<file path="config.mk">
export PLATFORM = sky130hd
export DESIGN_NAME = bit_serial_sub
export DESIGN_NICKNAME = d
export VERILOG_FILES = /design/src/rtl/neuron_pkg.sv /design/src/rtl/half_sub_cell.sv /design/src/rtl/bit_serial_sub.sv
export SDC_FILE = /design/constraint.sdc
export NUM_CORES = 1
export LEC_CHECK = 0
export CAP_MARGIN = 20
export CORE_MARGIN = 2
export CORE_UTILIZATION = 61
export DETAILED_ROUTE_END_ITERATION = 8
export DONT_BUFFER_PORTS = 1
export PLACE_DENSITY = 0.77
export SETUP_SLACK_MARGIN = 0.2
export SLEW_MARGIN = 20
export SYNTH_ARGS = -nofsm -noshare
export SYNTH_HDL_FRONTEND = slang
export SYNTH_SLANG_ARGS = --single-unit
</file>
<file path="constraint.sdc">
create_clock -name clk -period 2.1 [get_ports clk]
set_clock_uncertainty 0.05 [all_clocks]
set_input_delay 0.105 -clock clk [delete_from_list [all_inputs] [get_ports clk]]
set_output_delay 0.105 -clock clk [all_outputs]
set_load 0.05 [all_outputs]
</file>
<file path="src/rtl/neuron_pkg.sv">
// Shared definitions for the neuron datapath blocks.
//   NEURON_W     default operand width of the membrane-potential datapath
//   bss_state_t  control states of the bit-serial subtractor
package neuron_pkg;

  localparam int NEURON_W = 8;

  typedef enum logic [1:0] {
    IDLE  = 2'd0,
    SHIFT = 2'd1,
    DONE  = 2'd2
  } bss_state_t;

endpackage

</file>
<file path="src/rtl/half_sub_cell.sv">
// Half-subtractor cell, the subtract counterpart of the half-adder cell.
// Two of these plus an OR gate form one full-subtractor bit.
// Ports:
//   x   minuend bit
//   y   subtrahend bit
//   d   difference bit (x ^ y)
//   bo  borrow out     (~x & y)
module half_sub_cell
  import neuron_pkg::*;
(
  input  logic x,
  input  logic y,
  output logic d,
  output logic bo
);

  assign d  = x ^ y;
  assign bo = ~x & y;

endmodule

</file>
<file path="src/rtl/bit_serial_sub.sv">
// Bit-serial subtractor: computes a - b LSB first, one bit per clock, with
// optional clamp-to-zero on underflow. Used for leak/inhibition decrement of
// the membrane potential.
// Ports:
//   clk, rst_n           clock (rising edge), asynchronous active-low reset
//   in_valid/in_ready    operand handshake; a, b sampled on the accept edge
//   a, b                 unsigned minuend / subtrahend
//   bit_out, bit_valid   raw (wrapped) difference bits while shifting
//   out_valid/out_ready  result handshake
//   diff                 result, zero on underflow when SATURATE=1
//   borrow_out           1 when a < b
module bit_serial_sub
  import neuron_pkg::*;
#(
  parameter int WIDTH    = NEURON_W,
  parameter bit SATURATE = 1'b1
) (
  input  logic             clk,
  input  logic             rst_n,
  input  logic             in_valid,
  output logic             in_ready,
  input  logic [WIDTH-1:0] a,
  input  logic [WIDTH-1:0] b,
  output logic             bit_out,
  output logic             bit_valid,
  output logic             out_valid,
  input  logic             out_ready,
  output logic [WIDTH-1:0] diff,
  output logic             borrow_out
);

  localparam int            CW   = $clog2(WIDTH);
  localparam logic [CW-1:0] LAST = CW'(WIDTH - 1);

  bss_state_t state, state_next;

  logic [WIDTH-1:0] a_sr, b_sr, res_sr, res_shift;
  logic [CW-1:0]    cnt;
  logic             borrow;
  logic             d1, bo1, d, bo2, bnext;
  logic             last_bit;

  // Full-subtractor bit: first cell subtracts the operand bits, second cell
  // subtracts the stored borrow from that partial difference.
  half_sub_cell u_hs_ab (.x(a_sr[0]), .y(b_sr[0]), .d(d1), .bo(bo1));
  half_sub_cell u_hs_br (.x(d1),      .y(borrow),  .d(d),  .bo(bo2));

  assign bnext     = bo1 | bo2;
  assign last_bit  = (cnt == LAST);
  // Result register after this cycle's bit enters at the MSB.
  assign res_shift = {d, res_sr[WIDTH-1:1]};

  always_ff @(posedge clk or negedge rst_n) begin
    if (!rst_n) begin
      state <= IDLE;
    end else begin
      state <= state_next;
    end
  end

  always_comb begin
    state_next = state;
    in_ready   = 1'b0;
    bit_valid  = 1'b0;
    bit_out    = 1'b0;
    out_valid  = 1'b0;
    case (state)
      IDLE: begin
        in_ready = 1'b1;
        if (in_valid) state_next = SHIFT;
      end
      SHIFT: begin
        bit_valid = 1'b1;
        bit_out   = d;
        if (last_bit) state_next = DONE;
      end
      DONE: begin
        out_valid = 1'b1;
        if (out_ready) state_next = IDLE;
      end
      default: state_next = IDLE;
    endcase
  end

  always_ff @(posedge clk or negedge rst_n) begin
    if (!rst_n) begin
      a_sr       <= '0;
      b_sr       <= '0;
      res_sr     <= '0;
      borrow     <= 1'b0;
      cnt        <= '0;
      diff       <= '0;
      borrow_out <= 1'b0;
    end else if (state == IDLE && in_valid) begin
      a_sr   <= a;
      b_sr   <= b;
      res_sr <= '0;
      borrow <= 1'b0;
      cnt    <= '0;
    end else if (state == SHIFT) begin
      a_sr   <= a_sr >> 1;
      b_sr   <= b_sr >> 1;
      res_sr <= res_shift;
      borrow <= bnext;
      if (last_bit) begin
        // The final borrow is the underflow flag; hold the counter at its
        // terminal value rather than letting it wrap.
        borrow_out <= bnext;
        diff       <= (SATURATE && bnext) ? '0 : res_shift;
      end else begin
        cnt <= cnt + 1'b1;
      end
    end
  end

endmodule

</file>
==> metrics.cfg, run 1 <==
[setup_path]
worstReg2RegEnd=cnt[0]
crit_arrival_ns=1.63
crit_path_start_kind=register
max_stage_delay_ns=0.45
ff2ff_setup_slack_ns=0.52
cp.required_ns=1.95
endpoint_kind=primary output
crit_start=a_sr[0]
worst_setup_path_endpoint=bit_out
r2r-start=cnt[0]
crit_chain=inv_1 > fa_1 > nor2_1 > buf_4
path_max_fanout=2
critPathKind=reg -> out
r2r_cells=3
crit_slowest_cell=fa_1

[placement]
gp_congestion=0.772
dp_hpwl_mm=2.30
pre_cts_ws_ns=0.506
port_buffers=0
detailed_place.area_mm2=0.00177

[grt]
met3_usage_pct=5.22
gr-max-usage-layer=met2
use_met2_pct=37.2
antenna_found_initial=0
first_global_vias=1256
grt_use_met1_pct=31.7
grt_first_pass_wirelength_mm=5.82
grt_max_degree=39
grt_usage_pct=23.5
overflow=0

[logic_synthesis]
synthesis.area_mm2=0.00174
async_flop_share_pct=100
synth_top_area_share_pct=54.6
yosysUniqueCellTypes=33
syn_inst=169
synth_ff_type=dfrtp_1
ys_seq_area_share_pct=54.6
synth.most_common_cell=dfrtp_1
synth.largest_area_cell=dfrtp_1
synth_area_leaders=dfrtp_1 (55%), nor3_1 (7.2%), nor3b_1 (5.2%)
synth_common_cells=dfrtp_1 (38), nor3_1 (25), nor2_1 (15)
synth_seq_cells=38
synth_edf_count=0
avgSynthCellArea_um2=10.3
synth_nets=192
ys_warn_count=0

[timing]
fin_crit_ns=1.78
period_share_pct=85.0
finalMaxSlewViolations=0
tightest_slew_ns=0.490
fmax_ghz=0.561
rsz0062_at_grt=no
setup_tns_ns=0
finalSetupViolations=0
fin_ws_ns=0.316
timing.slew.headroom_pct=67.3
whs_ns=0.0172
finalHoldViolCount=0

[pwr]
p_per_area_mw_per_mm2=1520
total_power_mw=3.06
ir_worst_vdd_mv=1.49
power.leakage_nw=0.891

[hold_path]
hold_start=in_valid
hold_class=in -> reg

[floorplanning]
fp.dieW_um=57.4
start_util_pct=63.7
dieArea_mm2=0.00330
design.core.area_mm2=0.00273
rows=19
die_h_um=57.4
io_pins=33

[cells_and_area]
seq_area_um2=953
final_nets=213
drive_above_1_share_pct=11.6
multi_input_area_um2=707
n_fill_cell=178
antenna_cells=0
area_growth_syn_to_layout_pct=16.0
design_area_mm2=0.00202

[clock_tree]
cts_tree=done
cts.sinks=38
root_buffer=clkbuf_4
path_clk_slew_ns=0.11
cts_max_path_buffers=2
cts_made_buffers=5
clk_latency_ns=0.34
htreeDepth=2

[route]
wl_per_cell_um=16.2
viasPerCell=6.15
wl_mm=3.58
via_count=1360
drtAntennaViolNets=0
drc=0
first_pass_iters=4
drt_iter0_drc=45

[status]
status=finished, final reports clean

[run]
drv_cap=0

per-stage QoR:
stage | util, % | cells
6_report | 73.8 | 221
5_1_grt | 73.8 | 221
4_1_cts | 73.7 | 221
3_5_place_dp | 64.7 | 195
3_3_place_gp | 64.7 | 195
2_1_floorplan | - | 169
cells in the final DEF, fill, tap and decap left out, drive strengths merged, types with 4 or more instances in the layout:
cell,Yosys,routed
dfrtp,38,38
nor3,25,25
dlygate4sd3,0,18
nor2,15,15
nor3b,12,12
nand2,11,11
nand2b,11,11
a22o,9,9
o21ai,8,8
buf,10,8
clkbuf,2,5
inv,5,5
nand3,4,4
critical path: cells and delay by family (launching register included):
kind	cells	cell delay (ns)
AND/OR/NAND/NOR	1	0.12
flip-flops	1	0.40
adder cells (fa/ha/maj)	1	0.45
buffers and inverters	2	0.32
cell type report:
| cell class | instances | area share [%] |
|---|---|---|
| Timing Repair Buffer | 26 | 12.5 |
| Clock buffer | 5 | 1.86 |
| Sequential cell | 38 | 47.2 |
| Inverter | 5 | 0.930 |
| Tap cell | 31 | 1.92 |
| Multi-Input combinational cell | 114 | 35.0 |
| Clock inverter | 2 | 0.496 |
what timing repair did:
action / in CTS / in global routing
gates resized for setup: 0 / 2
setup buffers: 0 / 0
hold endpoints to repair: 54 / 0
setup endpoints to repair: 0 / 3
hold buffers: 19 / 0
cells by family (layout without fill, tap and decap cells):
group	after synthesis	count (layout)	synth area share [%]
buf+inv	17	38	4.74
compound gates	27	27	11.9
mux	1	1	0.647
fa+ha+maj	3	3	2.59
simple gates	83	83	25.5
flops	38	38	54.6
how the worst min path moves through the flow:
| stage | to | slack, ns | cells after the start |
|---|---|---|---|
| global placement | state[1] | -0.24 | 0 |
| detailed placement | b_sr[2] | -0.24 | 0 |
| floorplan | a_sr[0] | -0.24 | 0 |
| CTS | b_sr[0] | 0.002 | 2 |
| finish | b_sr[0] | 0.02 | 2 |
| global route | b_sr[3] | 0.04 | 2 |
power breakdown:
part / leakage (nW) / total (mW) / internal, mW / switching, mW
Sequential: 0.472 / 1.51 / 1.04 / 0.463
Combinational: 0.389 / 1.21 / 0.520 / 0.686
Clock: 0.0308 / 0.352 / 0.120 / 0.232
Total: 0.891 / 3.06 / 1.68 / 1.38
flip-flops by register name, indices dropped and copies added (netlist names):
register,cells
res_sr,7
borrow,1
state,2
a_sr,8
b_sr,8
cnt,3
borrow_out,1
diff,8
layer usage:
layer  part of all wire, %  routed length (µm)  vias up
met4                   1.8                  63        0
met3                   5.7                 205       12
met2                    49                1740       61
met1                    44                1570      654
met5                     0                   0        -
li1                      -                   -      633
Note: power is estimated with default switching activity, not from simulation.
==> run 2, diff against run 1 <==
--- a/config.mk
+++ b/config.mk
@@ -5,12 +5,13 @@
 export SDC_FILE = /design/constraint.sdc
 export NUM_CORES = 1
 export LEC_CHECK = 0
+export ABC_AREA = 1
 export CAP_MARGIN = 20
 export CORE_MARGIN = 2
-export CORE_UTILIZATION = 61
+export CORE_UTILIZATION = 56
 export DETAILED_ROUTE_END_ITERATION = 8
 export DONT_BUFFER_PORTS = 1
-export PLACE_DENSITY = 0.77
+export PLACE_DENSITY = 0.74
 export SETUP_SLACK_MARGIN = 0.2
 export SLEW_MARGIN = 20
 export SYNTH_ARGS = -nofsm -noshare
==> constraint.sdc (replaced) <==
create_clock -name clk -period 1.6 [get_ports clk]
set_clock_uncertainty 0.05 [all_clocks]
set_input_delay 0.08 -clock clk [delete_from_list [all_inputs] [get_ports clk]]
set_output_delay 0.08 -clock clk [all_outputs]
set_load 0.05 [all_outputs]
==> run 2 against run 1 <==
Against the previous run: the run now ends with setup timing left; combinational power rose by 94%; die area increased by 16%; synthesized area increased by 7.7%; critical path type unchanged; routed wire length up 18%; flip-flop and latch count unchanged; core utilization up 0.39 points; power is 63% higher.
==> metrics.cfg, run 2 <==
[setup_path]
crit_path_start_kind=register
ff2ff_setup_slack_ns=0.13  ; -0.39 ns
path_max_fanout=2  ; unchanged
cp.required_ns=1.47  ; -0.48 ns
crit_start=a_sr[0]
endpoint_kind=primary output
r2r_cells=6  ; +3
r2r-start=a_sr[0]
crit_arrival_ns=1.57  ; -0.06 ns
worst_setup_path_endpoint=bit_out
worstReg2RegEnd=diff[7]
critPathKind=reg -> out

[floorplanning]
dieArea_mm2=0.00383  ; +16%
rows=21  ; +2
design.core.area_mm2=0.00328  ; +20%
die_h_um=61.9  ; +7.7%
start_util_pct=57.1  ; -6.6 points
io_pins=33  ; unchanged
fp.dieW_um=61.9  ; +7.7%

[logic_synthesis]
synthesis.area_mm2=0.00187  ; +7.7%
synth.largest_area_cell=dfrtp_1
synth_ff_type=dfrtp_1
syn_inst=226  ; +34%
ys_warn_count=0  ; unchanged
synth_top_area_share_pct=50.7  ; -3.9 points
synth_seq_cells=38  ; unchanged
avgSynthCellArea_um2=8.29  ; -19%
synth_area_leaders=dfrtp_1 (51%), nand2_1 (21%), nand3_1 (10%)
yosysUniqueCellTypes=19  ; -42%
synth_common_cells=nand2_1 (104), nand3_1 (39), dfrtp_1 (38)
async_flop_share_pct=100  ; unchanged
synth.most_common_cell=nand2_1
synth_edf_count=0  ; unchanged
ys_seq_area_share_pct=50.7  ; -3.9 points
synth_nets=249  ; +30%

[clock_tree]
htreeDepth=2  ; unchanged
path_clk_slew_ns=0.11  ; about the same
clk_latency_ns=0.35  ; about the same
cts_tree=done
root_buffer=clkbuf_4
cts.sinks=38  ; unchanged
cts_max_path_buffers=2  ; unchanged
cts_made_buffers=5  ; unchanged

[cells_and_area]
largest_registers=a_sr (8), b_sr (8), diff (8)
final-instance-count-excl-fill=307  ; +39%
design_area_mm2=0.00244  ; +21%
antenna_cells=0  ; unchanged
seq_area_um2=953  ; unchanged
final_common_cell=nand2_1
final_nets=284  ; +33%
drive_above_1_share_pct=21.5  ; +9.9 points
n_fill_cell=254  ; +43%
multi_input_area_um2=873  ; +24%
area_growth_syn_to_layout_pct=30.0
final_cell_mix=nand2_1 (101), dfrtp_1 (36), nand3_1 (30)

[placement]
port_buffers=0  ; unchanged
dp_hpwl_mm=2.28  ; -0.86%
gp_congestion=0.776  ; +0.48%
detailed_place.area_mm2=0.00191  ; +8.3%
dp.cells=269  ; +38%
pre_cts_ws_ns=0.0767  ; -0.430 ns

[pwr]
p_per_area_mw_per_mm2=2050  ; +35%
power.leakage_nw=1.28  ; +44%
total_power_mw=4.99  ; +63%
ir_worst_vdd_mv=0.939  ; -37%

[timing]
fin_ws_ns=-0.0979  ; -0.414 ns
rsz0062_at_grt=yes
fin_crit_ns=1.70
period_share_pct=106
finalMaxSlewViolations=0  ; unchanged
finalHoldViolCount=0  ; unchanged
finalSetupViolations=1  ; +1
fmax_ghz=0.589
tightest_slew_ns=1.01  ; +0.518 ns
timing.slew.headroom_pct=32.8  ; -35 points

[route]
drtAntennaViolNets=0  ; unchanged
drt_iter0_drc=70  ; +56%
wl_met1_mm=1.83  ; +17%
wl_per_cell_um=13.7  ; -15%
met2_length_mm=2.06  ; +18%
first_pass_iters=4  ; unchanged
viasPerCell=5.12  ; -17%
wl_mm=4.20  ; +18%
highest_layer=met4
via_count=1571  ; +16%
met3_length_um=252  ; +23%
drc=0  ; unchanged

[status]
violations=setup timing
status=finished with violations

[hold_path]
hold_class=in -> async

[grt]
first_global_vias=1386  ; +10%
grt_first_pass_wirelength_mm=6.42  ; +10%
grt_max_degree=39  ; unchanged
grt_usage_pct=23.6  ; +0.15 points
antenna_found_initial=0  ; unchanged
overflow=0  ; unchanged

[run]
drv_cap=0  ; unchanged

[run 2: changes by cell type in the layout (fill, tap and decap cells not counted), sizes merged, moves of 10 or more]
cell / before / now
buf: 8 / 18
inv: 5 / 18
nand2: 11 / 107
nand2b: 11 / 0
nand3: 4 / 41
nor3: 25 / 0
nor3b: 12 / 0
[run 2: power breakdown]
| group | leakage, nW | total [mW] | internal, mW | switching, mW |
|---|---|---|---|---|
| sequential | 0.487 | 1.96 | 1.37 | 0.589 |
| combinational | 0.749 | 2.35 | 0.944 | 1.41 |
| clock | 0.0443 | 0.688 | 0.364 | 0.324 |
| total | 1.28 | 4.99 | 2.67 | 2.32 |
[run 2: stage by stage]
stage | setup TNS [ns] | hold WS [ns] | util [%]
3_5_place_dp | 0 | -0.265 | 58.3
2_1_floorplan | 0 | -0.266 | -
5_1_grt | -0.155 | 0.135 | 74.2
3_3_place_gp | 0 | -0.264 | 58.3
6_report | -0.0979 | 0.125 | 74.2
4_1_cts | -0.116 | 0.135 | 70.5
[run 2: cell families after synthesis]
family,count (synthesis),share of synthesized area (%)
buffers and inverters,28,8.68
adder cells (fa/ha/maj),3,2.40
flip-flops,38,50.7
AND/OR/NAND/NOR,155,37.0
AO/OA/AOI/OAI,2,1.13
[run 2: repair_timing]
action	in CTS	in global routing
hold endpoints to repair	67	0
pin swaps	4	18
buffers inserted	8	2
hold buffers	20	0
cloned	1	0
endpoints found under the setup margin	38	40
gates resized for setup	15	23
[run 2: metal layers]
metal  GRT usage (%)  vias up
met2            38.2       49
li1                -      776
met4            7.29        0
met5               0        -
met3            6.21        8
met1            31.4      738
[run 2: final cells by class]
class	count	share of cell area (%)
Clock buffer	6	2.10
Inverter	18	3.49
Timing Repair Buffer	37	15.9
Sequential cell	38	39.1
Tap cell	46	2.36
Multi-Input combinational cell	161	35.8
Clock inverter	1	1.23
[run 2: worst min-delay path by stage]
stage | startpoint | to | slack (ns)
2_1_floorplan | rst_n | a_sr[0] | -0.27
3_3_place_gp | rst_n | state[1] | -0.26
3_5_place_dp | rst_n | cnt[0] | -0.26
4_1_cts | rst_n | res_sr[4] | 0.14
5_1_grt | rst_n | b_sr[0] | 0.13
6_report | rst_n | b_sr[3] | 0.13
[run 2: worst max-delay path: stages, from the launching register on]
cell,delay [ns]
dfrtp_1,0.40
inv_2,0.07
fa_2,0.45
nor2_4,0.29
